$ cat config.mk
export PLATFORM = sky130hd
export DESIGN_NAME = memory_arbiter
export DESIGN_NICKNAME = d
export VERILOG_FILES = /design/src/rtl/memory_arbiter.sv
export SDC_FILE = /design/constraint.sdc
export NUM_CORES = 1
export LEC_CHECK = 0
export CAP_MARGIN = 10
export CORE_AREA = 2 2 289 291
export DETAILED_ROUTE_END_ITERATION = 12
export DIE_AREA = 0 0 291 293
export DONT_BUFFER_PORTS = 1
export PLACE_DENSITY = 0.3
export SLEW_MARGIN = 20
export SYNTH_ARGS = -nofsm -noshare
export SYNTH_HDL_FRONTEND = slang
export SYNTH_SLANG_ARGS = --single-unit
$ cat constraint.sdc
create_clock -name CLK -period 4.99 [get_ports CLK]
set_input_delay 0.2495 -clock CLK [delete_from_list [all_inputs] [get_ports CLK]]
set_output_delay 0.2495 -clock CLK [all_outputs]
set_load 0.03 [all_outputs]
$ cat src/rtl/memory_arbiter.sv
// Shares one 128-bit main-memory block port between the I-cache (read) and D-cache (read/write-back).
// Define ARB_ROUND_ROBIN_EN for round-robin tie-breaking; default build uses fixed D-priority.
module memory_arbiter #(
  parameter int ADDR_W = 28,
  parameter int DATA_W = 128
) (
  input  logic              CLK,
  input  logic              RESET,
  input  logic              I_MEM_READ,
  input  logic [ADDR_W-1:0] I_MEM_ADDRESS,
  output logic [DATA_W-1:0] I_MEM_READDATA,
  output logic              I_MEM_BUSYWAIT,
  input  logic              D_MEM_READ,
  input  logic              D_MEM_WRITE,
  input  logic [ADDR_W-1:0] D_MEM_ADDRESS,
  input  logic [DATA_W-1:0] D_MEM_WRITEDATA,
  output logic [DATA_W-1:0] D_MEM_READDATA,
  output logic              D_MEM_BUSYWAIT,
  output logic              MEM_READ,
  output logic              MEM_WRITE,
  output logic [ADDR_W-1:0] MEM_ADDRESS,
  output logic [DATA_W-1:0] MEM_WRITEDATA,
  input  logic [DATA_W-1:0] MEM_READDATA,
  input  logic              MEM_BUSYWAIT,
  output logic [1:0]        GRANT
);

  typedef enum logic [1:0] {IDLE, GRANT_I, GRANT_D, RELEASE} state_t;

  state_t state, state_nxt;
  logic   issued;
  logic   req_i, req_d, d_is_rd, active, own_req, done, pick_d;

  assign req_i   = I_MEM_READ;
  assign req_d   = D_MEM_READ | D_MEM_WRITE;
  assign d_is_rd = D_MEM_READ & ~D_MEM_WRITE;
  // Reset masks the grant so nothing reaches memory while it is held low.
  assign active  = RESET & ((state == GRANT_I) | (state == GRANT_D));
  assign own_req = (state == GRANT_D) ? req_d : req_i;
  assign done    = active & issued & ~MEM_BUSYWAIT & own_req;

`ifdef ARB_ROUND_ROBIN_EN
  logic last_d;
  assign pick_d = req_d & (~req_i | ~last_d);

  always_ff @(posedge CLK) begin
    if (!RESET)    last_d <= 1'b0;
    else if (done) last_d <= (state == GRANT_D);
  end
`else
  assign pick_d = req_d;
`endif

  always_comb begin
    state_nxt     = state;
    MEM_READ      = 1'b0;
    MEM_WRITE     = 1'b0;
    MEM_ADDRESS   = '0;
    MEM_WRITEDATA = '0;
    case (state)
      IDLE: begin
        if (pick_d)     state_nxt = GRANT_D;
        else if (req_i) state_nxt = GRANT_I;
      end
      GRANT_I, GRANT_D: begin
        if (done)          state_nxt = RELEASE;
        else if (!own_req) state_nxt = IDLE;
      end
      default: state_nxt = IDLE;
    endcase
    if (active) begin
      if (state == GRANT_D) begin
        MEM_READ      = d_is_rd;
        MEM_WRITE     = D_MEM_WRITE;
        MEM_ADDRESS   = D_MEM_ADDRESS;
        MEM_WRITEDATA = D_MEM_WRITEDATA;
      end else begin
        MEM_READ      = I_MEM_READ;
        MEM_ADDRESS   = I_MEM_ADDRESS;
      end
    end
  end

  always_ff @(posedge CLK) begin
    if (!RESET) begin
      state          <= IDLE;
      issued         <= 1'b0;
      I_MEM_READDATA <= '0;
      D_MEM_READDATA <= '0;
    end else begin
      state  <= state_nxt;
      // Set after the first grant cycle so that cycle's MEM_BUSYWAIT is ignored.
      issued <= active & (state_nxt == state);
      if (done && state == GRANT_I)            I_MEM_READDATA <= MEM_READDATA;
      if (done && state == GRANT_D && d_is_rd) D_MEM_READDATA <= MEM_READDATA;
    end
  end

  assign I_MEM_BUSYWAIT = req_i & ~(done & (state == GRANT_I));
  assign D_MEM_BUSYWAIT = req_d & ~(done & (state == GRANT_D));
  assign GRANT          = {state == GRANT_D, state == GRANT_I};

endmodule

==> run summary, run 1 <==
The run finished with clean final reports. Setup repair after global routing left no endpoint under its margin. The final worst clock skew is 0.01568 ns.

For the number of nets with antenna violations after routing, the log shows 0. The peak-usage layer in the global routing report was met2. Number of buffers between clock root and the deepest sink: 3.

The average instance in the mapped netlist occupies 7.927 um^2. The synthesized area was 0.01080 mm^2; the depth of the worst hold-timing path was 3. For this design, the slowest cell found on the critical path is mux2i_1. The cell count of the worst reg-to-reg path was 7. The number of nets in the synthesized netlist is 1,685. The worst setup path is launched from a flip-flop. The tools report the global routing usage on met2 as 31.01%. After Yosys synthesis, full adders, half adders and majority gates account for 0.4632% of the synthesized area.

The startpoint identified for the worst register-to-register timing path is state[0]$_SDFF_PN0_. For this run the aggregate overflow at the end of global routing stands at 0. For this run, the slowest stage of the critical path takes 0.70 ns. STA puts the critical path data arrival time at 3.10 ns. For this configuration, the core starts out at a cell density of 13.20%. The post-route cell area is 0.01517 mm^2, and the mux contribution to synthesized area is 2.594%. The leakage power came out at 5.225 nW. The normalized max-slew margin was 32.05%.

In the routed layout, each cell is associated on average with a via count of 3.909. For the die area, the log shows 0.08526 mm^2. The number of buffers and inverters on the critical path is 2. Site row count: 105. The tools report the count of vias placed by the detailed router as 10,410.

The logs give 15.34% for the all-layer global routing usage and 35 for the number of buffers created by CTS. For this design the ratio of total power to cell area is 331.5 mW/mm^2. The tools report the total setup buffers inserted after CTS as 0. The wire length of the first global-routing pass was 90.52 mm; the maximum frequency from static timing analysis was 0.2985 GHz.

The final worst-path cycle share works out to 67.12%. The library cell used most frequently in the layout, excluding fill and tap cells, is nand2_1. The clock sink total was 259.

After synthesis the netlist holds a flip-flop and latch count of 259. The net count reported at finish is 1,841, and the number of antenna violations at the first check in global routing is 99. During placement, the flow inserted port buffers numbering 0. Max-cap violations in this run came to 0.

The number of different library cells used by synthesis comes to 36. The height of the die was 293 um. Post-CTS repair changed the size of 0 cells.

TritonCTS built the clock tree. Detailed placement ended at an HPWL of 53.09 mm. Dividing the detail-routed wire length by the instance count gives 25.70 um. First-pass detailed-route iteration total: 5.

The setup check on the worst reg-to-reg path leaves a slack of 1.67 ns. In the routed design, unresolved DRC markers number 0. The largest driver fanout on the critical path is 23, and the via count of the first global-routing pass is 9,936. Cell family contributing the most delay on the critical path: multiplexers. The tree is rooted in a clkbuf_16. 736 I/O pins were placed. The fraction of layout cells with a size suffix above 1 is 4.722%, and the clock latency on the worst-skew pair is 0.54 ns.

The register clock-pin slew on the reported worst setup and hold paths was 0.06 ns. In the layout the commonest cells are nand2_1 (510), dfxtp_1 (259), dlygate4sd3_1 (216), a21boi_0 (130), and2_1 (129). The number of endpoints with negative hold slack in the final report was 0. The endpoint identified for the worst register-to-register timing path is I_MEM_READDATA[28]$_SDFFE_PN0P_. The number of cells produced by synthesis is 1,363, and the maximum level of the CTS H-tree is 2.

Entering global routing, the biggest net connects 177 pins. The origin of the worst min-delay path is D_MEM_READ. For the final routed database, the setup TNS stands at 0 ns. For hold timing, the worst endpoint is issued$_SDFF_PN0_. The portion of the post-synthesis area used by sequential elements was 47.99%; the slew at the pin with the worst max-slew slack was 1.019 ns.

The number of max-slew violations in the final report is 0, and the number of warnings issued by yosys is 0. Main combinational cell family by area after synthesis: simple AND/OR/NAND/NOR gates. In this run the worst hold path is classified as input pin to flip-flop. The fraction of met3 tracks used by global routing is 5.961%.

The placed instances occupy a cell area of 0.01170 mm^2. Worst IR drop on VDD: 0.0001639 V. The synthesized netlist devotes 15.62% of its cell area to compound gates. The detailed router finished its first iteration with 602 violations.

STA classifies the critical path endpoint as an output port. The width of the die is 291 um. The routability congestion estimate is 1.170, and the total wirelength of the detailed-routed design is 68.42 mm. The total setup violations reported at the end of the flow was 0; the layout overhead on the synthesized area was 40.45%. The basic-gate share of the synthesized area counting and, or, nand and nor cells was 27.99%. Kind of critical path: flip-flop to output port. After layout, the minimum clock period comes to 3.350 ns.

The critical path goes through inv_1 -> ha_2 -> buf_4 -> mux2i_1 -> nor2_1. At the worst endpoint, the required time is 4.74 ns. The core region is 0.08185 mm^2. The parity-gate share of the synthesized area counting xor and xnor cells is 0%.

The tools report the met1 track utilization from global routing as 12.66%.
[how the worst max path moves through the flow]
stage,slack (ns),startpoint,end,cells past startpoint
final,1.64,state[0]$_SDFF_PN0_,MEM_ADDRESS[26],5
after global routing,1.42,state[0]$_SDFF_PN0_,MEM_WRITEDATA[4],4
after floorplan,2.63,state[0]$_SDFF_PN0_,I_MEM_BUSYWAIT,8
after global placement,1.83,state[0]$_SDFF_PN0_,MEM_READ,4
after detailed placement,2.14,state[0]$_SDFF_PN0_,MEM_ADDRESS[18],5
after CTS,1.55,state[0]$_SDFF_PN0_,MEM_ADDRESS[18],5
[cells in the mapped netlist]
library cell,n,area (um^2)
nor4b_1,1,8.760
nor2b_1,2,12.51
and2_1,129,807.0
inv_1,2,7.510
buf_6,15,168.9
clkbuf_1,54,202.7
mux2i_1,28,280.3
or3b_2,1,8.760
and4b_1,1,10.01
nand2b_1,2,12.51
a32o_1,1,10.01
nor3b_1,1,7.510
a311oi_1,1,8.760
a221o_1,1,10.01
nor3b_2,1,12.51
nand4b_2,1,15.01
a21oi_1,4,20.02
buf_2,27,135.1
or4b_2,1,10.01
nand3b_1,2,15.01
dfxtp_1,259,5185
nand2_1,511,1918
nor4b_4,1,23.77
o21ai_1,49,245.2
buf_8,1,15.01
a21boi_0,130,975.9
clkbuf_2,8,40.04
nor3_1,1,5.000
buf_1,2,7.510
ha_1,4,50.05
o21ai_0,82,410.4
nor2_1,32,120.1
and3_1,1,6.260
or2_2,1,6.260
a211oi_1,1,7.510
nand3_1,5,25.02
[worst min-delay path: cells and delay by family]
family,cells,cell delay [ns]
AO/OA/AOI/OAI,2,0.20
AND/OR/NAND/NOR,1,0.10
[repair_timing]
action,4_1_cts,5_1_grt
hold buffers,217,0
endpoints found under the hold margin,259,0
endpoints found under the setup margin,0,0
[metrics by stage]
stage	total power [W]	hold slack, ns	cells	util (%)	worst slack [ns]
floorplan	0.002344	0.3581	1363	-	2.625
global placement	0.002376	0.3602	2335	14.29	1.826
detailed placement	0.002379	0.3660	2335	14.29	2.140
CTS	0.005145	0.01675	2616	18.40	1.545
global route	0.005226	0.06822	2651	18.51	1.422
finish	0.005031	0.06778	2662	18.54	1.640
[power by group]
part           leakage, nW  switching [W]  total, W  internal, W
logic                 2.57       0.000254  0.000390     0.000137
clock network        0.566        0.00100   0.00256      0.00156
registers             2.09     0.00000575   0.00208      0.00207
[layout make-up]
cell class	count	area [um^2]
multi-input cells	995	5062
flip-flops and latches	259	5185
inverters	2	7.507
fillers	9243	66670
clock inverters	9	118.9
well taps	1070	1339
repair buffers	226	2295
diodes	46	115.1
clock buffers	55	1052
[state kept, by name (all words and copies together), names as in the netlist]
register / flops
D_MEM_READDATA: 128
I_MEM_READDATA: 128
state: 2
issued: 1
[per-layer routing]
metal  share of wire (%)  routed length [um]
met2                  55               37910
met3                 9.2                6262
met5                0.28                 189
met4                 6.2                4274
met1                  29               19780
[logic make-up after synthesis]
group,after synthesis
AOI/OAI and AO/OA,269
adders and majority gates,4
muxes,28
buffers and inverters,109
and+or+nand+nor,694
DFF,259
Note: power is estimated with default switching activity, not from simulation.
==> run 2, diff against run 1 <==
- ABC_AREA: unset -> 1
- CORE_AREA: 2 2 289 291 -> 2 2 286 288
- DIE_AREA: 0 0 291 293 -> 0 0 288 290
- clock period: 4.99 -> 2.8 ns (I/O delays scaled with it)
==> run 2 against run 1 <==
Net effect: worst setup slack worse by 1.6 ns; worst hold slack got worse by 0.037 ns; clock skew rose by 0.021 ns; largest power group unchanged; register-to-register slack worse by 1.4 ns; via count rose by 8.3%; synthesized area increased by 2.2%.
==> run summary, run 2 <==
dfxtp_1 takes more of the synthesized area than any other cell. Height of the die: 290 um. Leaving out fill and tap cells, the most frequent cell in the layout is nand2_1. The tools report the total setup violations reported at the end of the flow as 0. The worst setup path is launched from a flip-flop. Routability-driven placement finished with a final weighted congestion of 0.8679. The share of Yosys cell area claimed by the top area cell type was 46.96%; the worst IR drop on VDD was 0.0003121 V.

The flow ran to the end, and the final reports show no timing, DRC or antenna violations. The first global-routing pass estimated 82.53 mm of wire. The total grt overflow is 0, and the mean post-synth cell area is 7.092 um^2. During synthesis, Yosys emitted a total of 0 warnings. Across all layers, the routed design uses 11,260 vias. By instance count, the leading cell after synthesis is nand2_1.

The worst setup path is of the flip-flop to output port kind. After detailed routing, the total wire length is 59.15 mm. The layout overhead on the synthesized area works out to 42.14%.

In the layout the commonest cells are nand2_1 (329), a21oi_1 (284), dfxtp_1 (259), buf_4 (165), inv_1 (136). The logs give 2,854 for the count of non-filler cells in the finished layout and 2,657 for the number of cells after detailed placement. Global routing used 13.39% of the available tracks. For the final routed database, the setup TNS stands at 0 ns. In the finished design, the share of the clock period the worst path needs comes to 96.95%. The count of maximum capacitance violations is 0. After synthesis, the share of cell area in mux cells is 0%. Clock-pin slew was measured on the worst setup and hold paths at 0.06 ns.

For this run, the register share of the synthesized area comes to 46.96%. For the via count of the first global-routing pass, the log shows 11,280. STA classifies the critical path endpoint as an output port. The synthesized netlist devotes 22.20% of its cell area to simple gates.

The data required time of the worst path was 2.66 ns. After floorplanning, the core was sized to cover 0.08016 mm^2. The maximum level of the CTS H-tree was 2.

The parity-gate share of the synthesized area counting xor and xnor cells works out to 0%. The largest net degree at the start of global routing came out at 161. TritonCTS built the clock tree.

No sink is reached through more buffers than the 3 on the longest clock path. The largest driver fanout on the critical path is 160, and the complex-gate fraction of the synthesized area is 18.92%. The dominant synthesized flop cell is dfxtp_1. The main combinational cell family by area after synthesis was simple AND/OR/NAND/NOR gates. The number of antenna violations at the first check in global routing is 6, and the synthesis-stage register bit count is 259. The logs give 0.01312 mm^2 for the instance area after placement and 0.03639 ns for the final worst clock skew.

The post-detailed-route wirelength per cell was 20.72 um. The first-pass detailed-route iteration total is 5. Counting every sink on the clock net gives 259.

The power density over the cells works out to 590.3 mW/mm^2. After technology mapping, the gate count stands at 1,557. Ranked by instance count, the synthesized netlist is headed by nand2_1 (329), a21oi_1 (285), dfxtp_1 (259), inv_1 (138), nor2_1 (137). The die covers 0.08352 mm^2.

During I/O placement, the number of pins put on the boundary was 736. For this run, the share of the core covered by cells in the final layout is 19.58%. The largest registers in the layout are D_MEM_READDATA x128, I_MEM_READDATA x128, state x2.

In the routed design, unresolved DRC markers number 0. For the worst-skew pair, the clock arrives at the later sink with an insertion delay of 0.56 ns. For the maximum frequency from static timing analysis, the log shows 0.3684 GHz.

With fillers left out, the area of the finished cells amounts to 0.01570 mm^2. In this run the clock root is driven by a clkbuf_16. Worst hold path class: input pin to flip-flop. The leakage power is 5.428 nW.

The number of max-slew violations in the final report is 0. Once the floorplan was initialized, standard cells occupied 13.78% of the core. The run gives 104 as the site row count. The mean number of vias per cell came out at 3.947.

The number of nets in the synthesized netlist came out at 1,879. For the pin with the worst max-slew slack, the measured transition is 0.9073 ns. After synthesis, the cell types taking the most area are dfxtp_1 (47%), a21oi_1 (13%), nand2_1 (11%). The run gives 495 as the detailed router's first-iteration violation count. Prior to clock tree synthesis, the placed netlist has a worst setup slack of 0.3913 ns. From left edge to right edge, the die measures 288 um.

The fraction of registers with async set or reset after synthesis is 0%, and the fraction of layout cells with a size suffix above 1 is 14.06%. After legalization and detailed placement, the total HPWL measured 43.84 mm. The logs give 0.01104 mm^2 for the synthesized area and 0 for the number of endpoints with negative hold slack in the final report. The count of nets left with antenna violations once routing finished came out at 0.

Setup repair after global routing left no endpoint under its margin. The synthesized design contains 0 enable-type register cells. Input and output buffers added on the ports amount to 0.

TritonCTS created 35 clock buffers. The run gives 0 as the total setup buffers inserted after CTS. Measured against its own limit, the worst slew margin works out to 39.52%. For the layout filler cell count, the log shows 9,093. Data arrives at the worst endpoint at 2.57 ns. The worst path meets setup with 0.08537 ns of slack. The final layout contains 2,087 nets. Summing the areas of all fa, ha and maj instances in the mapped netlist gives 0.4533% of the synthesized area. The post-layout minimum cycle time was 2.715 ns; the number of unique standard cell types used by synthesis was 20.
## run 2: area by class of cell
cell class / instances / area [um^2] / area share, %
timing repair buffer: 307 / 2801 / 17.85
multi-input combinational: 1023 / 4671 / 29.76
clock buffer: 51 / 1036 / 6.601
sequential: 259 / 5185 / 33.04
tap: 1060 / 1326 / 8.450
clock inverter: 13 / 141.4 / 0.9008
antenna: 2 / 5.005 / 0.03189
inverter: 139 / 529.3 / 3.372
## run 2: path summary, 6_finish.rpt
kind                                                       from                          endpoint  cells after the start  slack [ns]
worst max-delay path                        state[1]$_SDFF_PN0_                 MEM_WRITEDATA[68]                      6        0.09
worst max register to register              state[1]$_SDFF_PN0_   D_MEM_READDATA[11]$_SDFFE_PN0P_                     10        0.30
worst min-delay path                                      RESET  D_MEM_READDATA[106]$_SDFFE_PN0P_                      3        0.03
worst min register to register  D_MEM_READDATA[35]$_SDFFE_PN0P_   D_MEM_READDATA[35]$_SDFFE_PN0P_                      2        0.59
## run 2: through the flow
stage,power [W],hold slack (ns)
detailed placement,0.004549,0.3020
CTS,0.009468,0.01459
floorplan,0.004300,0.3044
global placement,0.004537,0.3035
finish,0.009265,0.03058
global route,0.009668,0.05308
## run 2: layer usage
metal | up-vias | part of all wire (%) | GRT usage, %
li1 | 5469 | - | -
met1 | 5248 | 34 | 12.86
met2 | 461 | 53 | 25.62
met3 | 84 | 8.9 | 4.631
met4 | 2 | 4.2 | 5.384
met5 | - | 0.022 | 0
## run 2: cells by family (layout without fill, tap and decap cells)
group,count (synthesis),after routing
AND/OR/NAND/NOR,602,602
AO/OA/AOI/OAI,417,417
buffers and inverters,275,510
flip-flops,259,259
adder cells (fa/ha/maj),4,4
other,0,2
## run 2: timing repair
item | CTS | global route
hold buffers | 131 | 0
gates resized for setup | 5 | 10
endpoints found under the hold margin | 259 | 0
setup endpoints to repair | 4 | 12
## run 2: worst max-delay path, stage by stage, from the launching register on
cell and delay (ns):
dfxtp_1 0.41, inv_1 0.17, ha_4 0.34, nand2_8 0.06, buf_16 0.20, nor2_1 0.40
buf_4 0.22
## run 2: report_power, final
group / internal, W / switching (W)
clock: 0.00269 / 0.00186
combinational: 0.000342 / 0.000675
sequential: 0.00369 / 0.00000682
==> run 3, diff against run 2 <==
- ABC_AREA: 1 -> unset
- CORE_AREA: 2 2 286 288 -> 2 2 283 285
- DIE_AREA: 0 0 288 290 -> 0 0 285 287
- clock period: 2.8 -> 2.6 ns (I/O delays scaled with it)
==> run 3 against run 2 <==
Net effect: cell count is 2.7% lower; sequential power is 7.8% higher; non-clock buffer count is 84 higher; clock power rose by 6.8%; global-route usage grew 1.9 points; combinational power about the same; worst hold slack improved by 0.10 ns; critical endpoint is now MEM_WRITEDATA[50]; highest routed layer unchanged.
==> run summary, run 3 (synthesis gave the netlist of run 1 again) <==
Setup repair after global routing could not meet its margin everywhere. The number of antenna violations at the first check in global routing was 39. Entering global routing, the biggest net connects 159 pins.

The die covers 0.08180 mm^2. For the total setup violations reported at the end of the flow, the log shows 0. The detail route stage leaves a number of antenna-violating nets equal to 0. The number of max-slew violations in the final report came out at 0.

For the number of buffers created by CTS, the log shows 34. The slowest library cell on the worst path is dfxtp_4. At the pin with the least slew margin, the transition time is 0.7042 ns.

The count of maximum capacitance violations was 0. The number of buffers and inverters on the critical path was 4. During placement, the flow inserted port buffers numbering 0.

The largest registers in the layout are D_MEM_READDATA x128, I_MEM_READDATA x128, state x2. The core region is 0.07861 mm^2. First-pass detailed-route iteration total: 4.

In the layout the commonest cells are nand2_1 (510), dfxtp_1 (257), dlygate4sd3_1 (238), a21boi_0 (130). Wire length of the first global-routing pass: 88.33 mm. Counting stages on the worst path, the most repeated cell is buf_4. In this run the tightest slew margin relative to its limit is 53.05%. The register clock-pin slew on the reported worst setup and hold paths came out at 0.07 ns.

The final worst clock skew came out at 0.03450 ns. For this run, the slowest stage of the critical path takes 0.39 ns. The detailed router placed 10,930 vias in this run. The buffer cell driving the clock tree root was clkbuf_16. Based on the critical path, the design can be clocked at up to 0.3936 GHz. For the via count of the first global-routing pass, the log shows 10,740. The most common cell after layout, fill and taps aside is nand2_1.

Data on the critical path is required at its endpoint by 2.47 ns. The signal on the critical path passes through inv_1 -> ha_4 -> buf_4 -> and3_4 -> buf_6 -> and2_1 -> buf_4. The tools report the number of endpoints with negative hold slack in the final report as 0. For the worst setup path, the data arrival time is 2.41 ns. The clock sink total is 259, and the final worst-path cycle share is 97.71%. The final layout contains routed wiring with a total length of 69.58 mm. In the final routed layout, each cell accounts on average for 25.06 um.

The tightest min-delay check is of the input pin to flip-flop type. The height of the die is 287 um. Kind of critical path: flip-flop to output port.

The net count reported at finish was 2,006. Summed over all cells, the static leakage comes to 6.328 nW. After detailed routing, the number of vias per cell comes to 3.935. In this run the count of I/O pins placed on the die edge is 736. The maximum level of the CTS H-tree was 2; the routability congestion estimate was 1.016. The run gives 0 ns as the setup TNS. Clock latency on the worst-skew pair, taken at its later pin, is 0.54 ns.

The fraction of layout cells with a size suffix above 1 is 15.52%, and the total grt overflow is 0. The width of the die was 285 um; the worst IR drop on VDD was 0.0003093 V. Global routing used 15.26% of the available tracks. The clock passes through at most 3 buffers. The largest driver fanout on the critical path was 16.

The initial utilization of the core area, before any placement, comes to 13.74%. The layout overhead on the synthesized area is 64.28%. The post-detailed-placement half-perimeter wirelength was 50.23 mm.

The flow ran to the end, and the final reports show no timing, DRC or antenna violations. Detailed router's first-iteration violation count: 537. The launching element type of the critical path is a flip-flop.

TritonCTS built the clock tree. After detailed placement, the total cell area comes to 0.01372 mm^2. The tools report the tightest hold margin as 0.1349 ns. The post-route cell area is 0.01775 mm^2. The cell family contributing the most delay on the critical path was buffers and inverters. The remaining design rule violation count was 0; the post-layout minimum cycle time was 2.540 ns. The tools report the type of element capturing the critical path as an output port. The floorplan has 103 rows. For this design the ratio of total power to cell area is 557.1 mW/mm^2.
-- run 3: timing repair --
| action | in CTS | in global routing |
|---|---|---|
| resized for setup | 45 | 20 |
| hold buffers | 239 | 0 |
| setup endpoints to repair | 152 | 215 |
| hold endpoints to repair | 259 | 0 |
| pin swaps | 1 | 3 |
| setup buffers | 1 | 1 |
| cloned | 2 | 10 |
-- run 3: per-stage QoR --
step	util, %	setup slack [ns]	power [W]	instances
final	22.58	0.05962	0.009888	2777
after CTS	22.16	-0.05673	0.01005	2747
after detailed placement	17.46	0.2721	0.004782	2445
after global placement	17.46	0.3144	0.004779	2445
after floorplan	-	0.3545	0.004498	1363
after global routing	22.58	-0.009437	0.01026	2777
-- run 3: metal layers --
layer,track usage [%],share of wire [%]
met5,0,0.15
met4,10.73,7.6
met3,4.921,8.0
met2,29.16,53
met1,13.45,31
-- run 3: cell type report --
class | instances | area, um^2
sequential | 259 | 5192
clock buffer | 47 | 959.7
multi-input combinational | 996 | 5184
inverter | 2 | 7.507
clock inverter | 13 | 172.7
antenna | 19 | 47.55
timing repair buffer | 391 | 4872
tap | 1050 | 1314
fill | 8683 | 60860
-- run 3: worst paths after layout --
check | startpoint | end | slack [ns] | depth (start not counted)
max | state[1]$_SDFF_PN0_ | MEM_WRITEDATA[50] | 0.06 | 7
min | RESET | D_MEM_READDATA[11]$_SDFFE_PN0P_ | 0.13 | 2
max reg2reg | state[1]$_SDFF_PN0_ | D_MEM_READDATA[23]$_SDFFE_PN0P_ | 0.10 | 8
min reg2reg | state[1]$_SDFF_PN0_ | issued$_SDFF_PN0_ | 0.51 | 1
-- run 3: report_power, final --
part / leakage (nW) / total, W / switching (W) / internal (W)
logic: 3.69 / 0.00104 / 0.000575 / 0.000467
clock network: 0.554 / 0.00486 / 0.00196 / 0.00290
registers: 2.09 / 0.00399 / 0.0000124 / 0.00397
